**src/rtl/serial_parity_rx.sv**
```systemverilog
`default_nettype none
// ============================================================================
//  Module   : serial_parity_rx
//  Purpose  : Receives a strobed serial frame (start bit, 8 data bits, parity
//             bit), checks parity and presents the byte through a
//             valid/ready holding register. A frame that completes while the
//             holding register is still occupied is dropped and flagged with a
//             one-cycle overrun pulse.
//  Params   : ODD_PARITY - 0 even parity, 1 odd parity
//             LSB_FIRST  - 1 data bit 0 arrives first, 0 bit 7 arrives first
//  Ports    : clk        - sole clock, rising edge
//             rst_n      - synchronous active-low reset
//             rx_valid   - qualifies rx_bit (one line bit per strobe)
//             rx_bit     - serial line value, idle level 1
//             out_ready  - downstream accepts the held frame
//             out_valid  - held frame available
//             out_data   - received data byte
//             out_perr   - parity error flag for out_data
//             busy       - receiver is mid-frame
//             overrun    - one-cycle pulse when a completed frame is dropped
//             err_cnt    - saturating parity-error count (optional)
//  Option   : define SPRX_ERR_CNT_EN to add the err_cnt output.
//  Revision : 1.0 - initial release
// ============================================================================
module serial_parity_rx #(
  parameter int ODD_PARITY = 0,
  parameter int LSB_FIRST  = 1
) (
  input  logic       clk,
  input  logic       rst_n,
  input  logic       rx_valid,
  input  logic       rx_bit,
  input  logic       out_ready,
  output logic       out_valid,
  output logic [7:0] out_data,
  output logic       out_perr,
  output logic       busy,
`ifdef SPRX_ERR_CNT_EN
  output logic       overrun,
  output logic [7:0] err_cnt
`else
  output logic       overrun
`endif
);

  localparam logic c_odd = (ODD_PARITY != 0);

  typedef enum logic [1:0] {
    S_IDLE   = 2'd0,
    S_DATA   = 2'd1,
    S_PARITY = 2'd2
  } state_t;

  state_t     state_q, state_d;
  logic [2:0] cnt_q, cnt_d;
  logic [7:0] shreg_q, shreg_d;
  logic       out_valid_q, out_valid_d;
  logic [7:0] out_data_q, out_data_d;
  logic       out_perr_q, out_perr_d;
  logic       overrun_q, overrun_d;

  logic       par_cap;   // parity bit strobed this cycle
  logic       perr_w;
  logic       load_w;
  logic       drop_w;

  // Receive FSM: advances only on strobed cycles.
  always_comb begin
    state_d = state_q;
    cnt_d   = cnt_q;
    shreg_d = shreg_q;
    par_cap = 1'b0;
    case (state_q)
      S_IDLE: begin
        if (rx_valid && !rx_bit) begin
          state_d = S_DATA;
          cnt_d   = 3'd0;
        end
      end
      S_DATA: begin
        if (rx_valid) begin
          if (LSB_FIRST != 0) shreg_d = {rx_bit, shreg_q[7:1]};
          else                shreg_d = {shreg_q[6:0], rx_bit};
          cnt_d = cnt_q + 3'd1;
          if (cnt_q == 3'd7) state_d = S_PARITY;
        end
      end
      S_PARITY: begin
        if (rx_valid) begin
          par_cap = 1'b1;
          state_d = S_IDLE;
        end
      end
      default: state_d = S_IDLE;
    endcase
  end

  // Parity over the completed byte plus the incoming parity bit.
  assign perr_w = (^{shreg_q, rx_bit}) ^ c_odd;

  // A frame loads if the holder is empty or is being emptied this cycle.
  assign load_w = par_cap && (!out_valid_q || out_ready);
  assign drop_w = par_cap && out_valid_q && !out_ready;

  always_comb begin
    out_valid_d = out_valid_q;
    out_data_d  = out_data_q;
    out_perr_d  = out_perr_q;
    overrun_d   = drop_w;
    if (load_w) begin
      out_valid_d = 1'b1;
      out_data_d  = shreg_q;
      out_perr_d  = perr_w;
    end else if (out_valid_q && out_ready) begin
      out_valid_d = 1'b0;
    end
  end

  always_ff @(posedge clk) begin
    if (!rst_n) begin
      state_q     <= S_IDLE;
      cnt_q       <= 3'd0;
      shreg_q     <= 8'h00;
      out_valid_q <= 1'b0;
      out_data_q  <= 8'h00;
      out_perr_q  <= 1'b0;
      overrun_q   <= 1'b0;
    end else begin
      state_q     <= state_d;
      cnt_q       <= cnt_d;
      shreg_q     <= shreg_d;
      out_valid_q <= out_valid_d;
      out_data_q  <= out_data_d;
      out_perr_q  <= out_perr_d;
      overrun_q   <= overrun_d;
    end
  end

`ifdef SPRX_ERR_CNT_EN
  logic [7:0] err_cnt_q, err_cnt_d;

  // Counts only frames that actually load; saturates at 255.
  always_comb begin
    err_cnt_d = err_cnt_q;
    if (load_w && perr_w && (err_cnt_q != 8'hFF)) err_cnt_d = err_cnt_q + 8'd1;
  end

  always_ff @(posedge clk) begin
    if (!rst_n) err_cnt_q <= 8'h00;
    else        err_cnt_q <= err_cnt_d;
  end

  assign err_cnt = err_cnt_q;
`endif

  assign out_valid = out_valid_q;
  assign out_data  = out_data_q;
  assign out_perr  = out_perr_q;
  assign overrun   = overrun_q;
  assign busy      = (state_q != S_IDLE);

endmodule
`default_nettype wire

```
**config.mk**
```make
export PLATFORM = sky130hd
export DESIGN_NAME = serial_parity_rx
export DESIGN_NICKNAME = d
export VERILOG_FILES = /design/src/rtl/serial_parity_rx.sv
export SDC_FILE = /design/constraint.sdc
export NUM_CORES = 1
export LEC_CHECK = 0
export CELL_PAD_IN_SITES_DETAIL_PLACEMENT = 1
export CELL_PAD_IN_SITES_GLOBAL_PLACEMENT = 2
export CORE_UTILIZATION = 31
export DETAILED_ROUTE_END_ITERATION = 10
export PLACE_DENSITY = 0.81
export SLEW_MARGIN = 30
export SYNTH_ARGS = -nofsm -noshare
export SYNTH_HDL_FRONTEND = slang
export SYNTH_SLANG_ARGS = --single-unit
export TNS_END_PERCENT = 5
```
**constraint.sdc**
```tcl
create_clock -name clk -period 1.7 [get_ports clk]
set_clock_uncertainty 0.1 [all_clocks]
set_input_delay 0.34 -clock clk [delete_from_list [all_inputs] [get_ports clk]]
set_output_delay 0.34 -clock clk [all_outputs]
set_load 0.01 [all_outputs]
```
==> tab_implementation.tex, run 1 <==
\begin{tabular}{lr}
\hline
Metric & Value \\
\hline
\multicolumn{2}{l}{\textbf{Global routing}} \\
\quad Global-route wire length before repair & 3.56 mm \\
\quad Number of antenna violations at the first check in global routing & 0 \\
\quad Total global-route track usage & 0.139 \\
\quad Total gr overflow & 0 \\
\quad Pin count of the biggest net entering global routing & 15 \\
\quad Via count of the first global-routing pass & between 800 and 900 \\
\multicolumn{2}{l}{\textbf{STA}} \\
\quad Worst slew margin relative to its limit & 0.823 \\
\quad Hold Violations, Final & 0 \\
\quad Worst Max-Slew Pin Slew & roughly 260 ps \\
\quad Highest clock rate & 0.607 GHz \\
\quad Final cycle utilization of the critical path & 0.969 \\
\quad Time the worst path needs with I/O delays and setup & around 1600 ps \\
\quad Final-report max-slew violation count & 0 \\
\quad Final setup viols & 0 \\
\quad Unrepaired setup endpoints after global routing & no \\
\multicolumn{2}{l}{\textbf{Setup path}} \\
\quad Worst path cell trace & clkdlybuf4s50\_1 \\
\quad Type of the worst setup path & reg -> out \\
\quad Crit path buffers/inverters & 1 \\
\quad Crit path arrival time & about 1200 ps \\
\quad Critical path required time & about 1300 ps \\
\quad Cell family contributing the most delay on the critical path & buffers and inverters \\
\quad Max stage delay cell, worst path & sky130\_fd\_sc\_hd\_\_clkdlybuf4s50\_1 \\
\quad Delay contributed by the slowest stage of the critical path & approximately 530 ps \\
\quad Highest net fanout along the worst path & 2 \\
\quad Internal reg-to-reg setup slack & about 180 ps \\
\quad Startpoint Class & register \\
\quad Critical path capture point type & primary output \\
\multicolumn{2}{l}{\textbf{Power and ir drop}} \\
\quad Internal power consumption & $\sim$0.84 mW \\
\quad Portion of total power attributed to the clock network & 0.398 \\
\quad Leak pwr & between 0.6 and 0.7 nW \\
\quad Power share of the sequential group & 0.541 \\
\quad Switch Pwr & around 0.22 mW \\
\quad Switch share & 0.206 \\
\quad Largest vdd supply drop & roughly 0.00044 V \\
\quad Combinational cell fraction of total power & 0.061 \\
\quad Final Total Pwr & roughly 1.1 mW \\
\quad Power density over the cells & approximately 800 nW/um\^{}2 \\
\multicolumn{2}{l}{\textbf{Synthesis}} \\
\quad Nets in the synthesized netlist & $\sim$110 \\
\quad Dominant synthesized flop cell & sky130\_fd\_sc\_hd\_\_dfxtp\_1 \\
\quad Fraction of post-synthesis cell area in the top cell type by area & 0.482 \\
\quad Synth warnings & 0 \\
\quad Async S/R FF share, synth & 0 \\
\quad Sequential cell area fraction in the yosys report & 0.482 \\
\quad Number of synthesized register bits & 24 \\
\quad Cell area after synthesis & around 1000 um\^{}2 \\
\quad Cell taking the most area after synthesis & sky130\_fd\_sc\_hd\_\_dfxtp\_1 \\
\quad Netlist cell types & 26 \\
\quad Post-synth EDFFs & 0 \\
\quad Synthesized netlist cell count & $\sim$110 \\
\quad Post-synthesis area per instance & 9.32 um\^{}2 \\
\quad Area contributors post-synth & sky130\_fd\_sc\_hd\_\_dfxtp\_1 48\%, sky130\_fd\_sc\_hd\_\_mux2i\_1 9.0\%, sky130\_fd\_sc\_hd\_\_nand2\_1 7.2\%, sky130\_fd\_sc\_hd\_\_nor2\_1 5.3\%, sky130\_fd\_sc\_hd\_\_a21oi\_1 5.0\% \\
\multicolumn{2}{l}{\textbf{Route}} \\
\quad Routed length per instance & between 10 and 15 um \\
\quad Iteration-0 DRC count of the detailed router & 13 \\
\quad Number of iterations in the first detailed-routing pass & 4 \\
\quad Antenna Violating Nets Remaining & 0 \\
\quad Sum of routed wire length over all layers & around 2.2 mm \\
\quad Via count & 829 \\
\quad Via density per instance & 4.71 \\
\quad Number of remaining DRC errors & 0 \\
\multicolumn{2}{l}{\textbf{Place}} \\
\quad Final Wtd Congestion & 0.733 \\
\quad Number of port buffers & 16 \\
\quad Cell Area, Placed & between 1000 and 1500 um\^{}2 \\
\quad Post-DP HPWL & $\sim$1.6 mm \\
\multicolumn{2}{l}{\textbf{Layout}} \\
\quad Number of filler instances in the final layout & 380 \\
\quad Final Net Count & 140 \\
\quad Most common cell after layout, fill and taps aside & sky130\_fd\_sc\_hd\_\_dfxtp\_1 \\
\quad Proportion of layout cells with a drive suffix above 1 & 0.136 \\
\quad Antenna diodes & 0 \\
\quad Area Overhead vs Synth & 33.0\% \\
\quad Final non-filler cell area & between 1000 and 1500 um\^{}2 \\
\quad Highest-count cells in the layout ignoring fill and taps & 21 x sky130\_fd\_sc\_hd\_\_dfxtp\_1, 19 x sky130\_fd\_sc\_hd\_\_nand2\_1, 14 x sky130\_fd\_sc\_hd\_\_nor2\_1, 10 x sky130\_fd\_sc\_hd\_\_a21oi\_1 \\
\multicolumn{2}{l}{\textbf{Floorplanning}} \\
\quad Horizontal die dimension & slightly below 60 um \\
\quad Overall die area & around 3400 um\^{}2 \\
\quad Count of standard-cell rows & 20 \\
\quad Area inside the core boundary & approximately 3100 um\^{}2 \\
\quad Effective utilization at floorplan & 0.327 \\
\quad Height of the die & roughly 60 um \\
\quad Number of top-level pins & 17 \\
\multicolumn{2}{l}{\textbf{Min path}} \\
\quad HP Class & reg -> reg \\
\multicolumn{2}{l}{\textbf{Clock tree}} \\
\quad Clock slew at reported path FFs & approximately 130 ps \\
\quad Depth of the CTS H-tree & 1 \\
\quad Cts hold-fix bufs & 0 \\
\quad TritonCTS clock tree & built \\
\quad Count of clock tree sinks & 24 \\
\quad Clock latency reported for the late side of the worst-skew pair & around 320 ps \\
\quad CTS root buffer & sky130\_fd\_sc\_hd\_\_clkbuf\_4 \\
\quad TritonCTS Buffers & 3 \\
\quad Number of buffers on the longest clock path & 2 \\
\quad Post-CTS Setup Repair Bufs & 0 \\
\multicolumn{2}{l}{\textbf{Status}} \\
\quad Outcome & finished clean \\
\multicolumn{2}{l}{\textbf{Flow run}} \\
\quad \# Max-Cap Violations & 0 \\
\hline
\end{tabular}
state kept, by name, summed over array words and instances, names as in the netlist:
| register | flops |
|---|---|
| cnt_q | 3 |
| out_data | 8 |
| out_perr | 1 |
| out_valid | 1 |
| overrun | 1 |
| shreg_q | 8 |
| state_q | 2 |
cell type report:
| type | count | area [um^2] | share of cell area |
|---|---|---|---|
| Inverter | 2 | 7.51 | 0.00566 |
| Multi-Input combinational cell | 77 | 485 | 0.366 |
| Clock buffer | 3 | 22.5 | 0.0170 |
| Sequential cell | 24 | 484 | 0.365 |
| Tap cell | 44 | 55.1 | 0.0415 |
| Clock inverter | 1 | 30.0 | 0.0226 |
| Timing Repair Buffer | 25 | 241 | 0.182 |
worst paths after layout:
check / start / endpoint / cells past startpoint
max: out_valid / out_valid / 1
min: state_q[1] / state_q[0] / 1
max reg2reg: shreg_q[2] / out_perr / 3
min reg2reg: state_q[1] / state_q[0] / 1
timing repair:
action                                  CTS  global route
gates resized for setup                   5             7
endpoints found under the setup margin    2             7
pin swaps                                 0             0
cells in the mapped netlist (2+ instances only):
library cell                n
sky130_fd_sc_hd__dfxtp_1   24
sky130_fd_sc_hd__nand2_1   19
sky130_fd_sc_hd__nor2_1    14
sky130_fd_sc_hd__a21oi_1   10
sky130_fd_sc_hd__mux2i_1    9
sky130_fd_sc_hd__nor3b_1    3
sky130_fd_sc_hd__a22oi_1    2
sky130_fd_sc_hd__clkbuf_1   2
sky130_fd_sc_hd__ha_1       2
sky130_fd_sc_hd__inv_1      2
sky130_fd_sc_hd__nand2b_1   2
sky130_fd_sc_hd__nor3_1     2
sky130_fd_sc_hd__xnor2_1    2
sky130_fd_sc_hd__xnor3_1    2
per-stage QoR:
stage / instances / hold WS, ps / util / TNS (ps) / setup WS (ps)
floorplan: 107 / 356 / - / 0 / 221
global placement: 172 / 377 / 0.411 / -249 / -105
detailed placement: 172 / 387 / 0.411 / -420 / -128
CTS: 176 / 372 / 0.429 / 0 / 6.93
global route: 176 / 389 / 0.434 / 0 / 5.02
finish: 176 / 376 / 0.434 / 0 / 53.1
layer usage:
layer  share of wire  GRT usage
met1            0.47      0.172
met2            0.47      0.227
met3           0.037     0.0220
met4           0.022     0.0850
met5               0          0
power by group through the flow:
stage               clock, mW  sequential, mW  combinational, mW
floorplan                   0           0.582             0.0312
global placement            0           0.583             0.0644
detailed placement          0           0.583             0.0654
CTS                     0.432           0.571             0.0650
global route            0.452           0.572             0.0698
finish                  0.420           0.571             0.0641
cell families (layout without fill, tap and decap cells):
kind of cell / Yosys count / after routing / share of synthesized area
XOR/XNOR: 5 / 5 / 0.0715
multiplexers: 9 / 9 / 0.0903
AND/OR/NAND/NOR: 47 / 47 / 0.220
AO/OA/AOI/OAI: 14 / 14 / 0.0803
buffers and inverters: 6 / 31 / 0.0314
flip-flops: 24 / 24 / 0.482
adder cells (fa/ha/maj): 2 / 2 / 0.0251
Note: power is estimated with default switching activity, not from simulation.
==> run 2: changes to the inputs <==
- TNS_END_PERCENT: 5 -> 10
==> results of run 2 <==
Final layout, timing and power as in run 1 (identical DEF).
==> run 3: changes to the inputs <==
- ABC_CLOCK_PERIOD_IN_PS: not set -> 1700
==> results of run 3 <==
Final layout, timing and power as in run 1 (identical DEF).
==> variant: new RTL, config.mk and constraints of run 1 <==
Encoding of `state_t`: now one-hot (3 bits for 3 states).
--- a/src/rtl/serial_parity_rx.sv
+++ b/src/rtl/serial_parity_rx.sv
@@ -46,8 +46,8 @@
   localparam logic c_odd = (ODD_PARITY != 0);
 
-  typedef enum logic [1:0] {
-    S_IDLE   = 2'd0,
-    S_DATA   = 2'd1,
-    S_PARITY = 2'd2
+  typedef enum logic [2:0] {
+    S_IDLE   = 3'b001,
+    S_DATA   = 3'b010,
+    S_PARITY = 3'b100
   } state_t;
 
Formal check against the unedited RTL: same outputs for any inputs over 10 cycles, from zero or initial values and one cycle with rst_n low; not proved beyond that.
==> variant against run 1 <==
  * Critical path depth stayed put
  * Synthesized cell count is 11% higher
  * Routed wire length is 15% higher
  * Final area is 9.9% higher
  * Sequential power is 3% higher
  * Worst setup slack hardly changed
  * Power is 12% lower
  * Area after synthesis is 11% higher
  * Sequential cell count is 1 higher
  * First-iteration DRC count grew to 2.7 times the old value
  * Worst hold slack worse by 3.0 ps
  * Critical path type unchanged
  * Highest routed layer unchanged
==> variant: results <==
set metrics [dict create \
    synth_warnings 0 \
    fin_nets 154 \
    drt-wirelength-per-cell_um 13.1 \
    cp_max_fo 2 \
    dp_hpwl_um 1920 \
    wl_met2_um 1260 \
    grt_start_max_net_pins 16 \
    drive_above_1_share_pct 16.4 \
    hold_path_class "flip-flop to flip-flop" \
    worst_pin_slew_ps 345 \
    io_buffers 16 \
    synth.top_cells.by_area "dfxtp_1 (45%), a21boi_0 (11%), nand2_1 (9.2%), xnor3_1 (4.1%), nand3_1 (3.6%)" \
    leakage_nw 0.691 \
    dr.pass1.iters 3 \
    r2r-start "shreg_q[3]$_SDFFE_PN0P_" \
    synth_compound_area_share_pct 16.3 \
    r2r_slack_ps 200 \
    grt_pass1_wl_um 4200 \
    placed_area_sq_um 1400 \
    synth_mux_area_share_pct 0.908 \
    use_met3_pct 2.73 \
    clk_latency_ps 330 \
    worstHoldStart "out_data[1]$_SDFFE_PN0P_" \
    drt-total-wl_um 2510 \
    fill_cells 420 \
    n_antenna_cell 0 \
    synthDistinctLibCells 29 \
    wl_met3_um 57 \
    met1Wirelength_um 1140 \
    min_to "out_data[1]$_SDFFE_PN0P_" \
    synth_xor_area_share_pct 6.47 \
    drt_iter0_markers 35 \
    crit_start "out_data[6]$_SDFFE_PN0P_" \
    place_inst 188 \
    cp-endpoint "out_data[6]" \
    place.gp.congestion 0.680 \
    status "complete, no violations" \
    min_delay_path_depth 2 \
    synth_commonest_cells "nand2_1 (27), dfxtp_1 (25), a21boi_0 (16), nand3_1 (8), nor2b_1 (5)" \
    slowest_stage "clkdlybuf4s50_1" \
    synthAdderAreaFrac_pct 2.27 \
    hold_ws_ps 373 \
    peakVddDrop_uv 233 \
    cts_setup_buffers 0 \
    met2_usage_pct 26.7 \
    syn-num-nets 126 \
    clk_pin_slew_worst_paths_ps 140 \
    use_met1_pct 18.5 \
    grt.total_usage_pct 15.5 \
    grt_pass1_vias 927 \
    rr_endpoint "out_perr$_SDFFE_PN0P_" \
    avgSynthCellArea_sq_um 9.26 \
    slowest_delay_ps 520 \
    avgViaCountPerCell 4.84 \
    ys_seq_area_share_pct 45.4 \
]
[variant: cell count changes in the layout (fill, tap and decap cells not counted), moves of 2 or more]
cell | before | now
nor2b_1 | 1 | 5
nand2_1 | 19 | 27
nor2_1 | 14 | 1
mux2i_1 | 9 | 1
clkdlybuf4s50_1 | 8 | 6
and3_1 | 0 | 2
nor3_1 | 2 | 0
a21boi_0 | 0 | 16
dlymetal6s2s_1 | 6 | 9
inv_1 | 2 | 0
nand3_1 | 0 | 8
buf_4 | 9 | 11
a21oi_1 | 10 | 2
[variant: kinds of logic after synthesis]
kind of cell | after synthesis
muxes | 1
buffers and inverters | 5
and+or+nand+nor | 56
xor gates and xnor gates | 5
adders and majority gates | 2
AOI/OAI and AO/OA | 25
DFF | 25
[variant: area by class of cell]
| type | instances | area [sq um] | share of cell area (%) |
|---|---|---|---|
| well taps | 46 | 57.6 | 3.95 |
| repair buffers | 28 | 287 | 19.7 |
| clock inverters | 1 | 5.00 | 0.343 |
| multi-input cells | 89 | 582 | 39.9 |
| clock buffers | 3 | 22.5 | 1.55 |
| flip-flops and latches | 25 | 504 | 34.6 |
[variant: power breakdown]
group	internal (W)	leakage (nW)	switching [W]	total (W)
Sequential	0.000588	0.203	0.00000119	0.000589
Clock	0.0000884	0.0177	0.000184	0.000272
Combinational	0.0000376	0.470	0.0000254	0.0000630
[variant: per-stage QoR]
step / util, % / total power (W) / setup WS [ps]
after floorplan: - / 0.000630 / 302
final: 43.3 / 0.000924 / 53.5
after detailed placement: 41.6 / 0.000664 / -186
after CTS: 42.6 / 0.000933 / 8.19
after global placement: 41.6 / 0.000662 / -101
after global routing: 43.3 / 0.000967 / 6.62
[variant: what timing repair did]
item                                    CTS  global route
pin swaps                                 0             0
endpoints found under the hold margin     0             0
endpoints found under the setup margin    1            10
gates resized for setup                   7            11
